===== src/rtl/txarb_pkg.sv =====
// Shared types and default timing constants for the transmit frame arbiter.
package txarb_pkg;

  typedef enum logic [1:0] {
    IDLE     = 2'd0,
    WAIT_SOF = 2'd1,
    PASS     = 2'd2,
    GAP      = 2'd3
  } txarb_state_t;

  localparam int TXARB_IFG_DEFAULT       = 12;
  localparam int TXARB_SOF_TO_DEFAULT    = 64;
  localparam int TXARB_MAX_FRAME_DEFAULT = 1518;

endpackage


===== src/rtl/txarb_rr_pick.sv =====
// Grant selector: source 0 has fixed priority, sources 1..N-1 are searched
// upward from rr_ptr with wrap-around.
module txarb_rr_pick
  import txarb_pkg::*;
#(
  parameter int N_SRC = 2,
  localparam int IW = $clog2(N_SRC)
) (
  input  logic [N_SRC-1:0] ReqIn,
  input  logic [IW-1:0]    rr_ptr,
  output logic             grant_valid,
  output logic [IW-1:0]    grant_idx
);

  always_comb begin : pick
    int c;
    c           = 0;
    grant_valid = 1'b0;
    grant_idx   = '0;
    if (ReqIn[0]) begin
      grant_valid = 1'b1;
    end else begin
      // Walk the search order backwards so the candidate nearest rr_ptr wins.
      for (int k = N_SRC - 2; k >= 0; k--) begin
        c = ((int'(rr_ptr) + N_SRC - 2 + k) % (N_SRC - 1)) + 1;
        if (ReqIn[c]) begin
          grant_valid = 1'b1;
          grant_idx   = IW'(c);
        end
      end
    end
  end

endmodule


===== src/rtl/tx_frame_arbiter.sv =====
// Shares the L2 transmit path between N_SRC byte-stream sources with an IFG.
// Optional runaway-frame watchdog: define TXARB_WATCHDOG_EN.
module tx_frame_arbiter
  import txarb_pkg::*;
#(
  parameter int N_SRC           = 2,
  parameter int IFG_CYCLES      = TXARB_IFG_DEFAULT,
  parameter int SOF_TIMEOUT     = TXARB_SOF_TO_DEFAULT,
  parameter int MAX_FRAME_BYTES = TXARB_MAX_FRAME_DEFAULT,
  localparam int IW = $clog2(N_SRC)
) (
  input  logic               Clk,
  input  logic               Rst,
  input  logic               LinkUp,
  input  logic [N_SRC-1:0]   ReqIn,
  input  logic [N_SRC-1:0]   ValIn,
  input  logic [N_SRC-1:0]   SoFIn,
  input  logic [N_SRC-1:0]   EoFIn,
  input  logic [8*N_SRC-1:0] DataIn,
  output logic [N_SRC-1:0]   ReqConfirm,
  output logic               ValOut,
  output logic               SoFOut,
  output logic               EoFOut,
  output logic               ErrOut,
  output logic [7:0]         DataOut,
  output logic               Busy,
  output logic [IW-1:0]      Owner
);

  localparam int CNT_MAX = (IFG_CYCLES > SOF_TIMEOUT) ? IFG_CYCLES : SOF_TIMEOUT;
  localparam int CW      = $clog2(CNT_MAX + 1);

  if (N_SRC < 2 || N_SRC > 8 || IFG_CYCLES < 1 || SOF_TIMEOUT < 1 ||
      MAX_FRAME_BYTES < 1 || MAX_FRAME_BYTES > 2047) begin : g_bad_params
    $error("tx_frame_arbiter: parameter out of supported range");
  end

  txarb_state_t       state_reg, state_next;
  logic [CW-1:0]      cnt_reg, cnt_next;
  logic [IW-1:0]      owner_reg, owner_next;
  logic [IW-1:0]      rr_ptr_reg, rr_ptr_next;
  logic [N_SRC-1:0]   confirm_reg, confirm_next;
  logic               val_reg, val_next, sof_reg, sof_next;
  logic               eof_reg, eof_next, err_reg, err_next;
  logic [7:0]         data_reg, data_next;
  logic               grant_valid;
  logic [IW-1:0]      grant_idx;
  logic [7:0]         src_data [N_SRC];
  logic               sel_val, sel_sof, sel_eof;
  logic [7:0]         sel_data;
  logic               wdog_trip, abort;

  for (genvar gi = 0; gi < N_SRC; gi++) begin : g_src_bytes
    assign src_data[gi] = DataIn[8*gi +: 8];
  end

  assign sel_val  = ValIn[owner_reg];
  assign sel_sof  = SoFIn[owner_reg];
  assign sel_eof  = EoFIn[owner_reg];
  assign sel_data = src_data[owner_reg];

`ifdef TXARB_WATCHDOG_EN
  logic [10:0] byte_cnt_reg, byte_cnt_next;
  assign wdog_trip = (byte_cnt_reg >= 11'(MAX_FRAME_BYTES));
`else
  assign wdog_trip = 1'b0;
`endif

  // Abort replaces whatever the owner presents this cycle with an error EoF.
  assign abort = (state_reg == PASS) && (!LinkUp || wdog_trip);

  txarb_rr_pick #(.N_SRC(N_SRC)) u_pick (
    .ReqIn      (ReqIn),
    .rr_ptr     (rr_ptr_reg),
    .grant_valid(grant_valid),
    .grant_idx  (grant_idx)
  );

  always_ff @(posedge Clk) begin
    if (Rst) begin
      state_reg   <= IDLE;
      cnt_reg     <= '0;
      owner_reg   <= '0;
      rr_ptr_reg  <= IW'(1);
      confirm_reg <= '0;
      val_reg     <= 1'b0;
      sof_reg     <= 1'b0;
      eof_reg     <= 1'b0;
      err_reg     <= 1'b0;
      data_reg    <= '0;
`ifdef TXARB_WATCHDOG_EN
      byte_cnt_reg <= '0;
`endif
    end else begin
      state_reg   <= state_next;
      cnt_reg     <= cnt_next;
      owner_reg   <= owner_next;
      rr_ptr_reg  <= rr_ptr_next;
      confirm_reg <= confirm_next;
      val_reg     <= val_next;
      sof_reg     <= sof_next;
      eof_reg     <= eof_next;
      err_reg     <= err_next;
      data_reg    <= data_next;
`ifdef TXARB_WATCHDOG_EN
      byte_cnt_reg <= byte_cnt_next;
`endif
    end
  end

  always_comb begin
    state_next   = state_reg;
    cnt_next     = cnt_reg;
    owner_next   = owner_reg;
    rr_ptr_next  = rr_ptr_reg;
    confirm_next = '0;
`ifdef TXARB_WATCHDOG_EN
    byte_cnt_next = byte_cnt_reg;
`endif
    unique case (state_reg)
      IDLE: begin
        cnt_next = '0;
        if (LinkUp && grant_valid) begin
          confirm_next[grant_idx] = 1'b1;
          owner_next              = grant_idx;
          state_next              = WAIT_SOF;
          if (grant_idx != '0)
            rr_ptr_next = (grant_idx == IW'(N_SRC - 1)) ? IW'(1) : grant_idx + IW'(1);
        end
      end
      WAIT_SOF: begin
        if (!LinkUp) begin
          state_next = IDLE;
          cnt_next   = '0;
        end else if (sel_val && sel_sof) begin
          state_next = sel_eof ? GAP : PASS;
          cnt_next   = '0;
`ifdef TXARB_WATCHDOG_EN
          byte_cnt_next = 11'd1;
`endif
        end else if (cnt_reg == CW'(SOF_TIMEOUT - 1)) begin
          state_next = IDLE;
          cnt_next   = '0;
        end else begin
          cnt_next = cnt_reg + 1'b1;
        end
      end
      PASS: begin
        if (abort || (sel_val && sel_eof)) begin
          state_next = GAP;
          cnt_next   = '0;
        end
`ifdef TXARB_WATCHDOG_EN
        else if (sel_val) begin
          byte_cnt_next = byte_cnt_reg + 11'd1;
        end
`endif
      end
      GAP: begin
        if (cnt_reg == CW'(IFG_CYCLES - 1)) begin
          state_next = IDLE;
          cnt_next   = '0;
        end else begin
          cnt_next = cnt_reg + 1'b1;
        end
      end
      default: state_next = IDLE;
    endcase
  end

  always_comb begin
    val_next  = 1'b0;
    sof_next  = 1'b0;
    eof_next  = 1'b0;
    err_next  = 1'b0;
    data_next = '0;
    if (state_reg == WAIT_SOF && LinkUp && sel_val && sel_sof) begin
      val_next  = 1'b1;
      sof_next  = 1'b1;
      eof_next  = sel_eof;
      data_next = sel_data;
    end else if (abort) begin
      eof_next = 1'b1;
      err_next = 1'b1;
    end else if (state_reg == PASS) begin
      val_next  = sel_val;
      sof_next  = sel_sof;
      eof_next  = sel_eof;
      data_next = sel_data;
    end
  end

  assign ReqConfirm = confirm_reg;
  assign ValOut     = val_reg;
  assign SoFOut     = sof_reg;
  assign EoFOut     = eof_reg;
  assign ErrOut     = err_reg;
  assign DataOut    = data_reg;
  assign Busy       = (state_reg != IDLE);
  assign Owner      = owner_reg;

endmodule


===== config.mk =====
export PLATFORM = sky130hd
export DESIGN_NAME = tx_frame_arbiter
export DESIGN_NICKNAME = d
export VERILOG_FILES = /design/src/rtl/txarb_pkg.sv /design/src/rtl/txarb_rr_pick.sv /design/src/rtl/tx_frame_arbiter.sv
export SDC_FILE = /design/constraint.sdc
export NUM_CORES = 1
export LEC_CHECK = 0
export CORE_ASPECT_RATIO = 0.8
export CORE_UTILIZATION = 38
export CTS_CLUSTER_SIZE = 20
export DETAILED_ROUTE_END_ITERATION = 10
export PLACE_DENSITY = 0.74
export SYNTH_ARGS = -nofsm -noshare
export SYNTH_HDL_FRONTEND = slang
export SYNTH_HIERARCHICAL = 1
export SYNTH_SLANG_ARGS = --single-unit

===== constraint.sdc =====
create_clock -name Clk -period 1.6 [get_ports Clk]
set_input_delay 0.32 -clock Clk [delete_from_list [all_inputs] [get_ports Clk]]
set_output_delay 0.32 -clock Clk [all_outputs]
set_load 0.03 [all_outputs]

Word-level counts from Yosys, hierarchy flattened
Index checks and enable logic that the tools add are counted.
{"block": "word_totals", "regBits": 24, "output_inout_bits": 16, "in_bits": 27, "wordCells": 83}
{"block": "op_classes", "n_eq_ne": 9, "mux": 41, "n_reduce_logical": 16, "bitwise": 3, "magnitude_cmp": 4, "n_addsub": 1}
{"operator": "8-bit 2-to-1 mux", "count": 6}
{"operator": "7-bit 2-to-1 mux", "count": 5}
{"operator": "7-bit case mux with 4 select lines", "count": 1}
{"operator": "1-bit 2-to-1 mux", "count": 21}
{"operator": "2-bit 2-to-1 mux", "count": 6}
{"operator": "1-bit logical AND", "count": 8}
{"operator": "2-bit case mux with 4 select lines", "count": 1}
{"operator": "7-bit by 1-bit adder with 7-bit output (second input constant)", "count": 1}
{"operator": "7-bit by 4-bit equality test with 1-bit output (second input constant)", "count": 1}
{"operator": "7-bit by 6-bit equality test with 1-bit output (second input constant)", "count": 1}
{"operator": "2-bit equality test (second input constant)", "count": 2}
{"operator": "1-bit by 2-bit < comparator with 1-bit output (second input constant)", "count": 2}
{"operator": "2-bit inequality test (second input constant)", "count": 2}
{"operator": "4-bit inequality test (second input constant)", "count": 1}
{"operator": "4-bit AND reduction", "count": 1}
{"operator": "3-bit OR reduction", "count": 1}
{"operator": "2-bit by 1-bit equality test with 1-bit output (second input constant)", "count": 1}
{"operator": "2-bit greater-or-equal comparator (second input constant)", "count": 1}
{"operator": "2-bit logical NOT", "count": 1}
{"operator": "2-bit by 1-bit inequality test with 1-bit output (second input constant)", "count": 1}
{"operator": "1-bit inverter", "count": 2}
{"operator": "1-bit inverter with 2-bit output", "count": 1}
{"operator": "2-bit AND reduction", "count": 1}
{"operator": "2-bit nonzero test", "count": 1}
{"operator": "other kinds (5)", "count": 5}

Logic depth before layout (Yosys ltp)
Gate-level depths: netlist of run 1.
{"block": "logic_depth", "ltp_word": 7, "mapped_depth": 7, "depth_no_buf": 6}

Cells and area by module
Netlist of run 1, hierarchy kept.
{"module": "tx_frame_arbiter", "cells_per_inst": 121, "area_each_um2": 1062.3, "seq_area_each_um2": 480.5, "instances": 1}
{"module": "txarb_rr_pick", "cells_per_inst": 2, "area_each_um2": 15.0, "seq_area_each_um2": 0.0, "instances": 1}

Least setup slack after synthesis of run 1
OpenSTA, ideal clock, no wires.
{"block": "synth_timing", "kind": "reg2reg", "start": "register owner_reg, in the netlist Owner", "end": "register data_reg[0], in the netlist DataOut[0]", "arrival_time_ns": 1.657, "n_path_buf": 2, "required_ns": 1.535, "path_slack_ns": -0.122, "path_stages_with_launch": 8, "cell_sequence": "dfxtp_1 > buf_2 > nand3_1 > o21ai_1 > nand3b_1 > a211o_1 > clkbuf_1 > nor2_1"}
{"block": "synth_via", "elab_chain_len": 7, "word_cells_on_any_way": 13, "classes_between": "mux: 10; bitwise: 1; reduce/logical: 2"}
{"item": "start: declaration", "line": "tx_frame_arbiter.sv:40", "text": "logic [IW-1:0] owner_reg, owner_next;"}
{"item": "start signal: assignment", "line": "tx_frame_arbiter.sv:97", "text": "owner_reg <= owner_next;"}
{"item": "1-bit inverter with 2-bit output (implied by the code)", "line": "tx_frame_arbiter.sv:60", "text": "assign sel_data = src_data[owner_reg];"}
{"item": "8-bit 2-to-1 mux (implied by the code) (3 in series)", "line": "tx_frame_arbiter.sv:60"}
{"item": "8-bit 2-to-1 mux", "line": "tx_frame_arbiter.sv:185", "text": "end else if (state_reg == PASS) begin"}
{"item": "8-bit 2-to-1 mux", "line": "tx_frame_arbiter.sv:182", "text": "end else if (abort) begin"}
{"item": "8-bit 2-to-1 mux *", "line": "tx_frame_arbiter.sv:177", "text": "if (state_reg == WAIT_SOF && LinkUp && sel_val && sel_sof) begin"}
{"item": "end signal: assignment", "line": "tx_frame_arbiter.sv:104", "text": "data_reg <= data_next;"}
{"item": "end: declaration", "line": "tx_frame_arbiter.sv:45", "text": "logic [7:0] data_reg, data_next;"}
Mark *: on every way between the ends. The rest lies on a longest branch, timed or not. The select of a mux whose other input is x is not followed.
A chain may end at the register's enable or synchronous reset.

==> out/qor.txt, run 1 <==
Core ar. - 2560 sq um
Syn Inst Count - 122
# Max-Cap Violations - 0
Final WS setup - -89.2 ps
RSZ-0062 raised after global routing - yes
Die height - 49.5 um
Slew margin rel. - 0.787
Final cycle utilization of the critical path - 1.06
Highest Clock Rate - 0.592 GHz
Post-route setup TNS - -505 ps
Critical Path AT - 1910 ps
Total global routing overflow - 0
Crit-path max FO - 5
Cell Chain, Critical Path - or4_4, o211ai_4, o31ai_4, o21ai_1, a21oi_1
Fill count - 217
Clk sinks - 24
GRT Util Overall - 0.235
# diodes - 0
Maximum vdd drop - 0.000611 V
Dpl cell area - 1700 sq um
Post-DR wirelength/cell - 14.6 um
Cell area after layout - 1790 sq um
Failing checks - negative setup slack
Crit-path slowest cell - or4_4
HPWL reported at the end of detailed placement - 2.32 mm
Lkg Pwr - 0.738 nW
Pin count of the biggest net entering global routing - 14
First-pass GRT wire length - 5.14 mm
Final ANT Viol Nets - 0
Chip width - 61.4 um
Vias in the first global route - 1,077
Reg clk slew, reported paths - 140 ps
Ratio of cells with drive above 1 in the final layout - 0.271
# DRC - 0
Clock Tree Buf Depth - 2
Post-layout power - 1.17 mW
Root Driver - clkbuf_4
DP Worst Slack - -368 ps
CP endpoint kind - flip-flop
Status - finished, violations left
Max reg flops - 8
CTS Buf Count - 3
DR vias - 1,167
GR peak layer - met2
Clk_lat worst skew - 330 ps
Met3 GRT Util - 0.0551
Row cnt - 16
Slew Limit Fails - 0
Fin. Hold Viols - 0
GR Util met1 - 0.318
Htree depth - 1
Top delay family on crit path - compound AO/OA/AOI/OAI gates
Hold buffer count at CTS - 0
PwrDens - 652 nW/um^2
Tmin final - 1690 ps
Die Footprint - 3040 sq um
CTS tree - built
Worst path bufs/invs - 0
CP peak stage delay - 540 ps
Layout Skew - 10.2 ps
Vias/cell - 5.21
Port bufs - 42
Area delta synth->final - 67.0%
RePlAce Congestion - 0.885
Post-synthesis area per instance - 8.80 sq um
Final WL - 3.27 mm
TritonRoute pass-1 iters - 4
Worst-margin pin slew - 318 ps
Endpoints failing setup - 9
Initial Util - 0.419
Drt initial violations - 47
CP startpoint kind - flip-flop
Ys Warns - 6
Min-Delay Path Class - flip-flop to flip-flop
Initial antenna violation count - 0
Setup CP Type - flip-flop to flip-flop
Synth Net Count - 150
Synthesized cell area - 1070 sq um
# IOs - 43
GRT met2 Usage - 0.368
Nets - 217
Required time worst endpoint - 1820 ps
-- routing by layer --
| layer | vias to the layer above | part of all wire |
|---|---|---|
| met5 | - | 0 |
| met4 | 0 | 0.018 |
| met3 | 8 | 0.057 |
| met2 | 43 | 0.50 |
| met1 | 551 | 0.43 |
| li1 | 565 | - |
-- cell type report --
cell class	instances	area [sq um]	share of cell area
inverters	4	15.0	0.00837
well taps	36	45.0	0.0251
multi-input cells	91	629	0.351
repair buffers	65	578	0.322
flip-flops and latches	24	489	0.273
clock buffers	4	36.3	0.0202
-- worst min-delay path, delay by kind of cell, from the launching register on --
family                 cells  cell delay, ps
buffers and inverters      1             120
AO/OA/AOI/OAI              1              60
flip-flops                 1             360
-- report_power, final --
group	total (mW)	leakage (nW)	switching, mW	internal (mW)
registers	0.614	0.197	0.00707	0.607
logic	0.225	0.520	0.0978	0.127
clock network	0.330	0.0210	0.191	0.140
total	1.17	0.738	0.295	0.874
-- repair_timing --
action / CTS / global route
gates cloned: 1 / 0
setup buffers: 1 / 0
setup endpoints to repair: 23 / 13
gates resized for setup: 22 / 10
pin swaps: 4 / 12
-- worst paths after layout --
path         startpoint    endpoint  slack [ps]  depth (start not counted)
max          cnt_reg[2]   flip-flop         -90                          5
min          cnt_reg[0]  cnt_reg[0]         580                          2
max reg2reg  cnt_reg[2]   flip-flop         -90                          5
min reg2reg  cnt_reg[0]  cnt_reg[0]         580                          2
-- metrics by stage --
stage          instances  hold slack [ps]   util
6_report             224              582  0.700
3_5_place_dp         220              551  0.665
4_1_cts              225              577  0.688
2_1_floorplan        122              392      -
5_1_grt              224              577  0.700
3_3_place_gp         220              534  0.665
-- cells in the final DEF (no fill, tap or decap), types with 3 or more instances in the layout --
cell type	instances
clkbuf_4	3
dfxtp_2	4
a21oi_1	5
nor2_1	19
nand3_1	6
inv_1	3
buf_4	23
clkdlybuf4s50_1	26
nor3_1	3
nand2_1	13
dfxtp_1	19
dlygate4sd2_1	14
nand3b_1	3
mux2i_1	12
a31oi_1	3
Power figures use the tool's default switching activity.
==> inputs of run 2 (changes only) <==
SLEW_MARGIN = 20   (was unset)
==> results of run 2 <==
No change in the layout: final DEF, timing and power equal those of run 1.
==> inputs of run 3 (changes only) <==
CORE_UTILIZATION = 40   (was 38)
CTS_CLUSTER_SIZE = 30   (was 20)
DONT_BUFFER_PORTS = 1   (was unset)
PLACE_DENSITY = 0.56   (was 0.74)
==> run 3 against run 2 <==
- worst setup slack improved by 56 ps
- via count down 20%
- the run still ends with negative setup slack left
- highest routed layer unchanged
- routed wire length is 27% lower
- largest cell class unchanged
- clock-buffer cell count fell by 1
==> out/qor.txt, run 3 (synthesis results as in run 1) <==
Initial antenna violation count - 0
Tmin final - 1630 ps
Multi-input gate area - 631 sq um
Register Area - 487 sq um
Maximum vdd drop - 0.000639 V
Fill count - 239
CP endpoint kind - flip-flop
Final WL - 2.40 mm
Top delay family on crit path - compound AO/OA/AOI/OAI gates
Post-layout power - 1.17 mW
GRT Util Overall - 0.177
Required time worst endpoint - 1820 ps
DR vias - 929
CP peak stage delay - 540 ps
Clk_lat worst skew - 320 ps
Cell Chain, Critical Path - or4_4, o211ai_4, o31ai_4, o21ai_1, a21oi_1
Ratio of cells with drive above 1 in the final layout - 0.285
Failing checks - negative setup slack
Endpoints failing setup - 6
DP Worst Slack - -76.1 ps
Core ar. - 2500 sq um
Clk sinks - 24
Pin count of the biggest net entering global routing - 16
RSZ-0062 raised after global routing - yes
Clock power share - 0.373
Crit. path cell count - 5
Reg clk slew, reported paths - 140 ps
Crit-path slowest cell - or4_4
# DRC - 0
CP startpoint kind - flip-flop
CTS Buf Count - 3
Chip width - 59.9 um
Worst reg2reg setup slack - -30 ps
Lkg Pwr - 0.464 nW
Slew Limit Fails - 0
Most common cell after layout, fill and taps aside - dfxtp_1
Min-Delay Path Class - input pin to flip-flop
Worst path bufs/invs - 0
Final cycle utilization of the critical path - 1.02
Switching Share - 0.223
Max reg flops - 8
R2R cell count - 5
CTS tree - built
CP Launch Point - cnt_reg[2]
Worst-margin pin slew - 390 ps
Drt initial violations - 22
# IOs - 43
Clock Tree Buf Depth - 2
Setup CP Type - flip-flop to flip-flop
PwrDens - 879 nW/um^2
Reg2reg start - cnt_reg[2]
Final ANT Viol Nets - 0
Initial Util - 0.429
Die height - 48.3 um
Highest Clock Rate - 0.612 GHz
Root Driver - clkbuf_4
P_int - 0.912 mW
Net Switching - 0.262 mW
Htree depth - 1
Vias in the first global route - 902
Cell area after layout - 1340 sq um
Dpl cell area - 1220 sq um
Die Footprint - 2900 sq um
Final WS setup - -32.8 ps
Area delta synth->final - 24.4%
Highest-count cells in the layout ignoring fill and taps - dfxtp_1, nor2_1, buf_4
Critical Path AT - 1850 ps
Status - finished, violations left
Row cnt - 16
Slew margin rel. - 0.738
Comb pwr share - 0.095
Layout Skew - 10.0 ps
Post-DR wirelength/cell - 13.8 um
RePlAce Congestion - 0.774
Hold buffer count at CTS - 0
# diodes - 0
Vias/cell - 5.37
HPWL reported at the end of detailed placement - 1.75 mm
Sequential Power Share - 0.532
Nets - 166
Total global routing overflow - 0
Crit-path max FO - 5
TritonRoute pass-1 iters - 4
Port bufs - 0
Fin. Hold Viols - 0
Hold_ws - 46.0 ps
# Max-Cap Violations - 0
First-pass GRT wire length - 3.92 mm
==> run 3: changes by cell type in the layout (fill, tap and decap cells not counted), moves of 2 or more <==
cell / change
buf_6: -2
dlygate4sd2_1: -14
dfxtp_2: -2
clkdlybuf4s50_1: -26
buf_4: -9
dfxtp_1: +2
==> run 3: stage by stage <==
stage,utilization,TNS (ps),std cells
3_5_place_dp,0.488,-319,169
4_1_cts,0.509,-114,172
3_3_place_gp,0.488,-174,169
6_report,0.534,-90.7,173
2_1_floorplan,-,-15.7,122
5_1_grt,0.534,-731,173
==> run 3: power by group through the flow <==
stage / logic (mW) / registers, mW / clock network (mW)
floorplan: 0.0744 / 0.639 / 0
global placement: 0.0986 / 0.638 / 0
detailed placement: 0.101 / 0.638 / 0
CTS: 0.0999 / 0.626 / 0.447
global route: 0.121 / 0.627 / 0.472
finish: 0.111 / 0.625 / 0.438
==> run 3: final cells by class <==
cell class | instances | share of cell area
Clock buffer | 3 | 0.0169
Clock inverter | 1 | 0.0225
Inverter | 4 | 0.0112
Multi-Input combinational cell | 91 | 0.472
Sequential cell | 24 | 0.365
Tap cell | 36 | 0.0337
Timing Repair Buffer | 14 | 0.0787
==> run 3: repair_timing <==
item / in CTS / in global routing
setup buffers: 1 / 0
setup endpoints to repair: 8 / 11
hold endpoints to repair: 0 / 0
resized for setup: 4 / 11
pin swaps: 1 / 5
gates cloned: 0 / 1
==> run 3: worst min path at each step <==
stage | startpoint | slack (ps) | cells past startpoint | to
after floorplan | Rst | 390 | 1 | cnt_reg[4]
after global placement | Rst | 390 | 1 | Owner
after detailed placement | Rst | 390 | 1 | cnt_reg[3]
after CTS | Rst | 40 | 1 | cnt_reg[3]
after global routing | Rst | 20 | 1 | cnt_reg[5]
final | Rst | 50 | 1 | cnt_reg[3]
==> run 3: layer usage <==
layer  part of all wire  vias up  GRT usage
met2               0.45       42      0.283
met4             0.0063        0     0.0310
met5                  0        -          0
li1                   -      461          -
met1               0.46      424      0.233
met3              0.083        2     0.0588
